--- src/rtl/divmod_pkg.sv ---
// Shared types and helpers for the radix-2 restoring divider family.
// Provides the FSM state type, the operand magnitude helper and the default counter width.
package divmod_pkg;

  typedef enum logic [1:0] {
    IDLE,
    CALC,
    FIX
  } state_t;

  // Widest operand abs_val() can take; callers sign-extend into this container.
  localparam int MAX_W     = 64;
  localparam int DEF_WIDTH = 16;
  localparam int CNT_W     = $clog2(DEF_WIDTH);

  // Magnitude of a sign-extended operand; only negated when signed mode is active.
  function automatic logic [MAX_W-1:0] abs_val(input logic [MAX_W-1:0] value,
                                               input logic              sgn);
    if (sgn && value[MAX_W-1]) return -value;
    return value;
  endfunction

endpackage

--- src/rtl/divmod_step.sv ---
// One restoring division iteration: shift in the next dividend bit, then trial-subtract.
// Kept separate so several copies can later be chained for more bits per clock.
module divmod_step #(
  parameter int WIDTH = 16
) (
  input  logic [WIDTH:0]   rem,
  input  logic             quo_msb,
  input  logic [WIDTH-1:0] divisor,
  output logic [WIDTH:0]   rem_next,
  output logic             q_bit
);

  logic [WIDTH+1:0] shifted;
  logic [WIDTH+1:0] ext_div;

  always_comb begin
    shifted  = {rem, quo_msb};
    ext_div  = {2'b00, divisor};
    q_bit    = (shifted >= ext_div);
    rem_next = q_bit ? (WIDTH+1)'(shifted - ext_div) : shifted[WIDTH:0];
  end

endmodule

--- src/rtl/divmod_n.sv ---
// Multi-cycle integer divider, one quotient bit per clock, with optional signed mode.
// Magnitudes are divided unsigned; signs are applied in the FIX state (C truncation semantics).
module divmod_n
  import divmod_pkg::*;
#(
  parameter int WIDTH     = 16,
  parameter bit SIGNED_EN = 1'b1
) (
  input  logic             clk,
  input  logic             rst,
  input  logic             go,
  input  logic             sgn,
  input  logic [WIDTH-1:0] a,
  input  logic [WIDTH-1:0] b,
  output logic             busy,
  output logic             ready,
  output logic             error,
  output logic [WIDTH-1:0] div,
  output logic [WIDTH-1:0] mod
);

  localparam int CNT_BITS = $clog2(WIDTH);
  localparam logic [WIDTH-1:0] MOST_NEG = {1'b1, {(WIDTH-1){1'b0}}};

  function automatic logic [WIDTH-1:0] apply_sign(input logic [WIDTH-1:0] mag,
                                                  input logic             neg);
    logic signed [WIDTH-1:0] smag;
    smag = signed'(mag);
    return neg ? -smag : smag;
  endfunction

  state_t              state;
  state_t              state_next;
  logic [CNT_BITS-1:0] cnt;
  logic [WIDTH:0]      rem;
  logic [WIDTH:0]      rem_next;
  logic [WIDTH-1:0]    quo;
  logic [WIDTH-1:0]    dvs;
  logic [WIDTH-1:0]    a_hold;
  logic [WIDTH-1:0]    a_mag;
  logic [WIDTH-1:0]    b_mag;
  logic                q_bit;
  logic                sgn_eff;
  logic                accept;
  logic                div_zero;
  logic                ovf;
  logic                neg_q;
  logic                neg_r;
  logic                zero_flag;
  logic                err_flag;

  assign sgn_eff  = sgn & SIGNED_EN;
  assign accept   = (state == IDLE) && go;
  assign div_zero = (b == '0);
  assign ovf      = sgn_eff && (a == MOST_NEG) && (&b);
  assign a_mag    = WIDTH'(abs_val(MAX_W'(signed'(a)), sgn_eff));
  assign b_mag    = WIDTH'(abs_val(MAX_W'(signed'(b)), sgn_eff));

  divmod_step #(.WIDTH(WIDTH)) u_step (
    .rem      (rem),
    .quo_msb  (quo[WIDTH-1]),
    .divisor  (dvs),
    .rem_next (rem_next),
    .q_bit    (q_bit)
  );

  always_comb begin
    state_next = state;
    case (state)
      IDLE:    if (go) state_next = CALC;
      CALC:    if (cnt == '0) state_next = FIX;
      FIX:     state_next = IDLE;
      default: state_next = IDLE;
    endcase
  end

  // Control: FSM, counter and the held result registers.
  // Divide-by-zero runs a single dummy step so its result lands two edges after go.
  always_ff @(posedge clk) begin
    if (rst) begin
      state <= IDLE;
      cnt   <= '0;
      busy  <= 1'b0;
      ready <= 1'b0;
      error <= 1'b0;
      div   <= '0;
      mod   <= '0;
    end else begin
      state <= state_next;
      if (accept) begin
        busy  <= 1'b1;
        ready <= 1'b0;
        error <= 1'b0;
        cnt   <= div_zero ? '0 : CNT_BITS'(WIDTH-1);
      end else if (state == CALC) begin
        cnt <= cnt - CNT_BITS'(1);
      end else if (state == FIX) begin
        busy  <= 1'b0;
        ready <= 1'b1;
        error <= err_flag;
        if (zero_flag) begin
          div <= '1;
          mod <= a_hold;
        end else begin
          div <= apply_sign(quo, neg_q);
          mod <= apply_sign(rem[WIDTH-1:0], neg_r);
        end
      end
    end
  end

  // Datapath: operand capture and restoring iterations.
  // Signed overflow needs no special result path: |MIN|/1 yields MIN, remainder 0.
  always_ff @(posedge clk) begin
    if (accept) begin
      dvs       <= b_mag;
      quo       <= a_mag;
      rem       <= '0;
      a_hold    <= a;
      neg_q     <= sgn_eff & (a[WIDTH-1] ^ b[WIDTH-1]);
      neg_r     <= sgn_eff & a[WIDTH-1];
      zero_flag <= div_zero;
      err_flag  <= div_zero | ovf;
    end else if (state == CALC) begin
      rem <= rem_next;
      quo <= {quo[WIDTH-2:0], q_bit};
    end
  end

endmodule

--- config.mk ---
export PLATFORM = sky130hd
export DESIGN_NAME = divmod_n
export DESIGN_NICKNAME = d
export VERILOG_FILES = /design/src/rtl/divmod_pkg.sv /design/src/rtl/divmod_step.sv /design/src/rtl/divmod_n.sv
export SDC_FILE = /design/constraint.sdc
export NUM_CORES = 1
export LEC_CHECK = 0
export CAP_MARGIN = 20
export CORE_ASPECT_RATIO = 1.5
export CORE_MARGIN = 4
export CORE_UTILIZATION = 59
export CTS_BUF_LIST = sky130_fd_sc_hd__clkbuf_8
export CTS_CLUSTER_SIZE = 20
export DETAILED_ROUTE_END_ITERATION = 16
export PLACE_DENSITY_LB_ADDON = 0.2
export REMOVE_ABC_BUFFERS = 1
export SLEW_MARGIN = 10
export SYNTH_ARGS = -nofsm -noshare
export SYNTH_HDL_FRONTEND = slang
export SYNTH_HIERARCHICAL = 1
export SYNTH_SLANG_ARGS = --single-unit
--- constraint.sdc ---
create_clock -name clk -period 3.8 [get_ports clk]
set_clock_uncertainty 0.1 [all_clocks]
set_input_delay 0.76 -clock clk [delete_from_list [all_inputs] [get_ports clk]]
set_output_delay 0.76 -clock clk [all_outputs]
set_load 0.03 [all_outputs]
## Yosys cells after proc, flatten, opt, wreduce, memory -nomap -nowiden

Cells that the tools add are included.

- Multiplexer cells: 22
- Equality and inequality tests: 6
- $add $sub $neg: 6
- Reductions and logical operators: 16
- Order comparisons: 1
- Bitwise operators: 6

Operators with widths:

| cell | count |
|---|---|
| 16-bit 2-to-1 mux | 10 |
| 16-bit negation | 4 |
| 18-bit by 16-bit greater-or-equal comparator with 1-bit output | 1 |
| 17-bit 2-to-1 mux | 1 |
| 17-bit by 16-bit subtractor with 17-bit output | 1 |
| 16-bit == test (second input constant) | 1 |
| 16-bit logical NOT | 1 |
| 16-bit AND reduction | 1 |
| 4-bit 2-to-1 mux | 3 |
| 2-bit != test (second input constant) | 3 |
| 2-bit AND reduction | 3 |
| 1-bit logical AND | 5 |
| 1-bit 2-to-1 mux | 5 |
| 4-bit logical NOT | 1 |
| 2-bit 2-to-1 mux | 2 |
| 2-bit one-hot mux with 2 select lines | 1 |
| 2-bit nonzero test | 2 |
| 4-bit by 1-bit subtractor with 4-bit output (second input constant) | 1 |
| 3-bit AND reduction | 1 |
| 1-bit bitwise AND | 2 |
| 2-bit by 1-bit == test with 1-bit output (second input constant) | 1 |
| 2-bit == test (second input constant) | 1 |
| 2-bit logical NOT | 1 |
| 1-bit inverter | 2 |
| 3 further kinds | 3 |

- Output and inout port bits: 35
- Register bits after elaboration: 110
- Word-level logic and storage cells: 72
- Bits of input ports: 36

## Logic depth before layout (Yosys ltp)

- Word-level depth: 4
- Mapped depth: 14
- Depth with buffers taken out: 12

## Hierarchy

Netlist, hierarchy kept.

By module, submodules not included:

| module | area each (um^2) | cells an instance | seq. area each (um^2) | times used |
|---|---|---|---|---|
| divmod_n | 5243.8 | 552 | 2722.6 | 1 |
| divmod_step | 1117.3 | 147 | 0.0 | 1 |

## Worst setup path before layout

Ideal clock, no wire load.

- Path kind: input to register
- Start: input port go
- End: register a_hold[0], enable pin
- Stages: 4
- Path buffers: 2
- Data required time: 3.285 ns
- Slack: 0.591 ns
- Arrival: 2.694 ns
- Library setup time: 0.415 ns
- Cells stage by stage: or3b_2 -> clkbuf_1 -> inv_1 -> clkbuf_1

- Word-level cells in the longest chain between the ends: 1

Ends and longest elaborated chain:

| element | RTL line | text |
|---|---|---|
| start: declaration | divmod_n.sv:11 | `input logic go,` |
| 1-bit logical AND | divmod_n.sv:53 | `assign accept = (state == IDLE) && go;` |
| via accept | divmod_n.sv:44 | `logic accept;` |
| end signal: assignment | divmod_n.sv:119 | `a_hold <= a;` |
| end: declaration | divmod_n.sv:39 | `logic [WIDTH-1:0] a_hold;` |

The timed path passes the listed nets, and every way through them passes these cells.
A chain may end at the register's enable or synchronous reset.

## Final worst setup path

- Start: register quo[15]
- End: register rem[8]

- Word-level cells in the longest chain between the ends: 2
- Elaborated cells on any way between the ends: 3
- Those cells by class: add/sub (1); order compare (1); mux (1)

Ends and longest elaborated chain:

| element | RTL line | text |
|---|---|---|
| start: declaration | divmod_n.sv:37 | `logic [WIDTH-1:0] quo;` |
| start signal: assignment | divmod_n.sv:117 | `quo <= a_mag;` |
| start signal: assignment | divmod_n.sv:126 | `quo <= {quo[WIDTH-2:0], q_bit};` |
| 18-bit by 16-bit greater-or-equal comparator with 1-bit output | divmod_step.sv:19 | `q_bit = (shifted >= ext_div);` |
| via q_bit | divmod_n.sv:42 | `logic q_bit;` |
| 17-bit 2-to-1 mux | divmod_step.sv:20 | `rem_next = q_bit ? (WIDTH+1)'(shifted - ext_div) : shifted[WIDTH:0];` |
| via rem_next[8] | divmod_n.sv:36 | `logic [WIDTH:0] rem_next;` |
| end signal: assignment | divmod_n.sv:125 | `rem <= rem_next;` |
| end: declaration | divmod_n.sv:35 | `logic [WIDTH:0] rem;` |

The timed path passes the listed nets, and every way through them passes these cells.

==> metrics.yaml <==
timing:
  fmax_ghz: 0.312
  period_needed_ps: 3210
  slew_violations: 0
  finalSetupViolations: 0
  rsz0062_at_grt: "false"
  period_share: 0.844
  tns_ps: 0
  worst_pin_slew_ps: 919
  maxSlewHeadroom: 0.388
  finalHoldViolCount: 0
  worst_slack_ps: 591
logic_synthesis:
  synthDistinctLibCells: 61
  synthFlopType: "dfxtp_1"
  synth_edf_count: 52
  ys_seq_area_frac: 0.428
  synth_cells: 699
  avgSynthCellArea_sq_um: 9.10
  async_reset_ff_frac: 0
  synth_area_sq_mm: 0.00636
  ys_ff_latch: 110
  synth-warning-count: 6
place:
  gp_congestion: 0.897
  preCtsSetupSlack_ps: 611
  place_hpwl_mm: 12.3
  portBuffers: 70
  dp_cells: 890
cts:
  cts_max_level: 3
  cts_hold_buf: 0
  clock_sinks: 110
  cts_buffer_depth: 2
  numCtsBuffers: 9
  postCtsResizedCells: 0
  clkTransAtPathRegs_ps: 110
  cts_root_buf: "clkbuf_8"
  cts_tree: "done"
  insertion_delay_ps: 390
  postCtsSetupBuffers: 0
floorplan:
  initial_core_util: 0.601
  ios: 71
  fp.coreArea_sq_mm: 0.0106
  fp.dieW_microns: 92.8
  die_h_microns: 135
  rows: 46
  die-area_sq_mm: 0.0125
pwr:
  clockPowerShare: 0.261
  p_seq_frac: 0.510
  swShare: 0.317
  ir_worst_vdd_v: 0.000192
  p_leak_nw: 2.80
  power.switching_uw: 893
  internal_power_mw: 1.92
  combPwrFrac: 0.229
  p_per_area_mw_per_mm2: 381
hold_path:
  min_path_type: "reg2reg"
detailed_routing:
  first_pass_iters: 4
  wl_per_cell_microns: 17.9
  finalWirelength_mm: 16.2
  vias: 5375
  drtIter0Drc: 241
  viasPerCell: 5.93
  ant_nets: 0
  remaining_drc_errors: 0
cells_and_area:
  fin_nets: 816
  final_cell_mix: "91 x nand2_1, 70 x clkdlybuf4s50_1, 68 x a21oi_1"
  instances_no_fill: 906
  n_antenna_cell: 0
  area_delta_synth_final_pct: 16.1
  final_common_cell: "nand2_1"
  drive_gt1_frac: 0.0774
global_route:
  grt_pass1_wl_mm: 26.2
  overflow: 0
  busiest_layer: "met2"
  use_met3: 0.0361
  first_global_vias: 5420
  grt_start_max_net_pins: 43
  use_met2: 0.539
  track_usage: 0.266
  grt_use_met1: 0.262
  antenna_found_initial: 0
worst_setup_path:
  crit_path_max_fanout: 18
  reg2reg_depth: 12
  cp-start-kind: "register"
  worstReg2RegEnd: "rem[8]"
  end_kind: "register"
  worstSetupPathType: "reg2reg"
  reg2reg_slack_ps: 590
  required_ps: 3970
  rr_startpoint: "quo[15]"
  startpoint: "quo[15]"
  crit_arrival_ps: 3370
  endpoint: "rem[8]"
status:
  run_status: "completed"
run:
  maxCapViolations: 0
==> power by group through the flow <==
stage / Combinational, mW / Clock (mW) / Sequential, mW
global route: 0.712 / 0.783 / 1.45
global placement: 0.627 / 0 / 1.46
CTS: 0.646 / 0.728 / 1.43
detailed placement: 0.642 / 0 / 1.46
finish: 0.644 / 0.734 / 1.44
floorplan: 0.401 / 0 / 1.46
==> area by class of cell <==
class,instances,area (sq um)
timing repair buffer,79,781
clock buffer,12,165
inverter,35,131
tap,144,180
clock inverter,4,36.3
sequential,110,2720
fill,893,3210
multi-input combinational,522,3370
==> synth_stat cells (all sizes together), types with 7 or more instances <==
master | instances | area, sq um
nand4 | 8 | 50.1
o21ai | 59 | 295
or3 | 8 | 56.3
nand3 | 12 | 60.1
ha | 22 | 275
edfxtp | 52 | 1560
clkbuf | 28 | 105
o31ai | 10 | 75.1
inv | 34 | 128
nor2 | 45 | 169
nand2 | 91 | 342
nand2b | 12 | 75.1
mux2 | 15 | 195
o41ai | 9 | 86.3
mux2i | 7 | 70.1
xor2 | 29 | 254
nor3 | 13 | 65.1
nor4 | 8 | 50.1
a21oi | 68 | 340
xnor2 | 40 | 350
dfxtp | 58 | 1160
==> metrics by stage <==
step / hold slack [ps] / cell area [sq um] / utilization / total power, mW
global route: 384 / 7380 / 0.697 / 2.94
floorplan: 342 / 6220 / - / 1.86
detailed placement: 348 / 7180 / 0.678 / 2.10
finish: 362 / 7380 / 0.697 / 2.81
CTS: 364 / 7380 / 0.697 / 2.81
global placement: 344 / 7180 / 0.678 / 2.08
==> state kept, by name, summed over array words and instances, names as in the netlist <==
name       count
err_flag       1
a_hold        16
neg_q          1
neg_r          1
quo           16
mod           16
zero_flag      1
ready          1
error          1
div           16
rem           17
state          2
cnt            4
dvs           16
busy           1
==> routing by layer <==
metal,up-vias,wire [microns]
met3,39,598
met1,2585,5780
met5,-,0
met2,157,9350
met4,0,444
li1,2594,-
==> cell families (layout without fill, tap and decap cells) <==
family / Yosys count / after routing / share of synthesized area
AO/OA/AOI/OAI: 183 / 183 / 0.177
XOR/XNOR: 69 / 69 / 0.0950
adder cells (fa/ha/maj): 23 / 23 / 0.0464
buffers and inverters: 67 / 130 / 0.0433
flip-flops: 110 / 110 / 0.428
multiplexers: 22 / 22 / 0.0417
AND/OR/NAND/NOR: 225 / 225 / 0.169
==> critical path, cell delays in order (launching register included) <==
cell,delay [ps]
edfxtp_1,440
inv_1,100
ha_1,160
inv_1,50
fa_1,400
a21oi_1,280
o211ai_2,180
a31oi_4,250
o21ai_1,90
a21o_1,470
mux2_1,440
nand2_1,70
a21oi_1,70
==> worst min path at each step <==
stage / endpoint / slack (ps) / from / cells past startpoint
2_1_floorplan: state[1] / 340 / cnt[3] / 1
4_1_cts: mod[5] / 360 / mod[5] / 2
5_1_grt: mod[5] / 380 / mod[5] / 2
3_3_place_gp: mod[3] / 340 / mod[3] / 2
3_5_place_dp: mod[5] / 350 / mod[5] / 2
6_report: mod[5] / 360 / mod[5] / 2
Power figures use the tool's default switching activity.
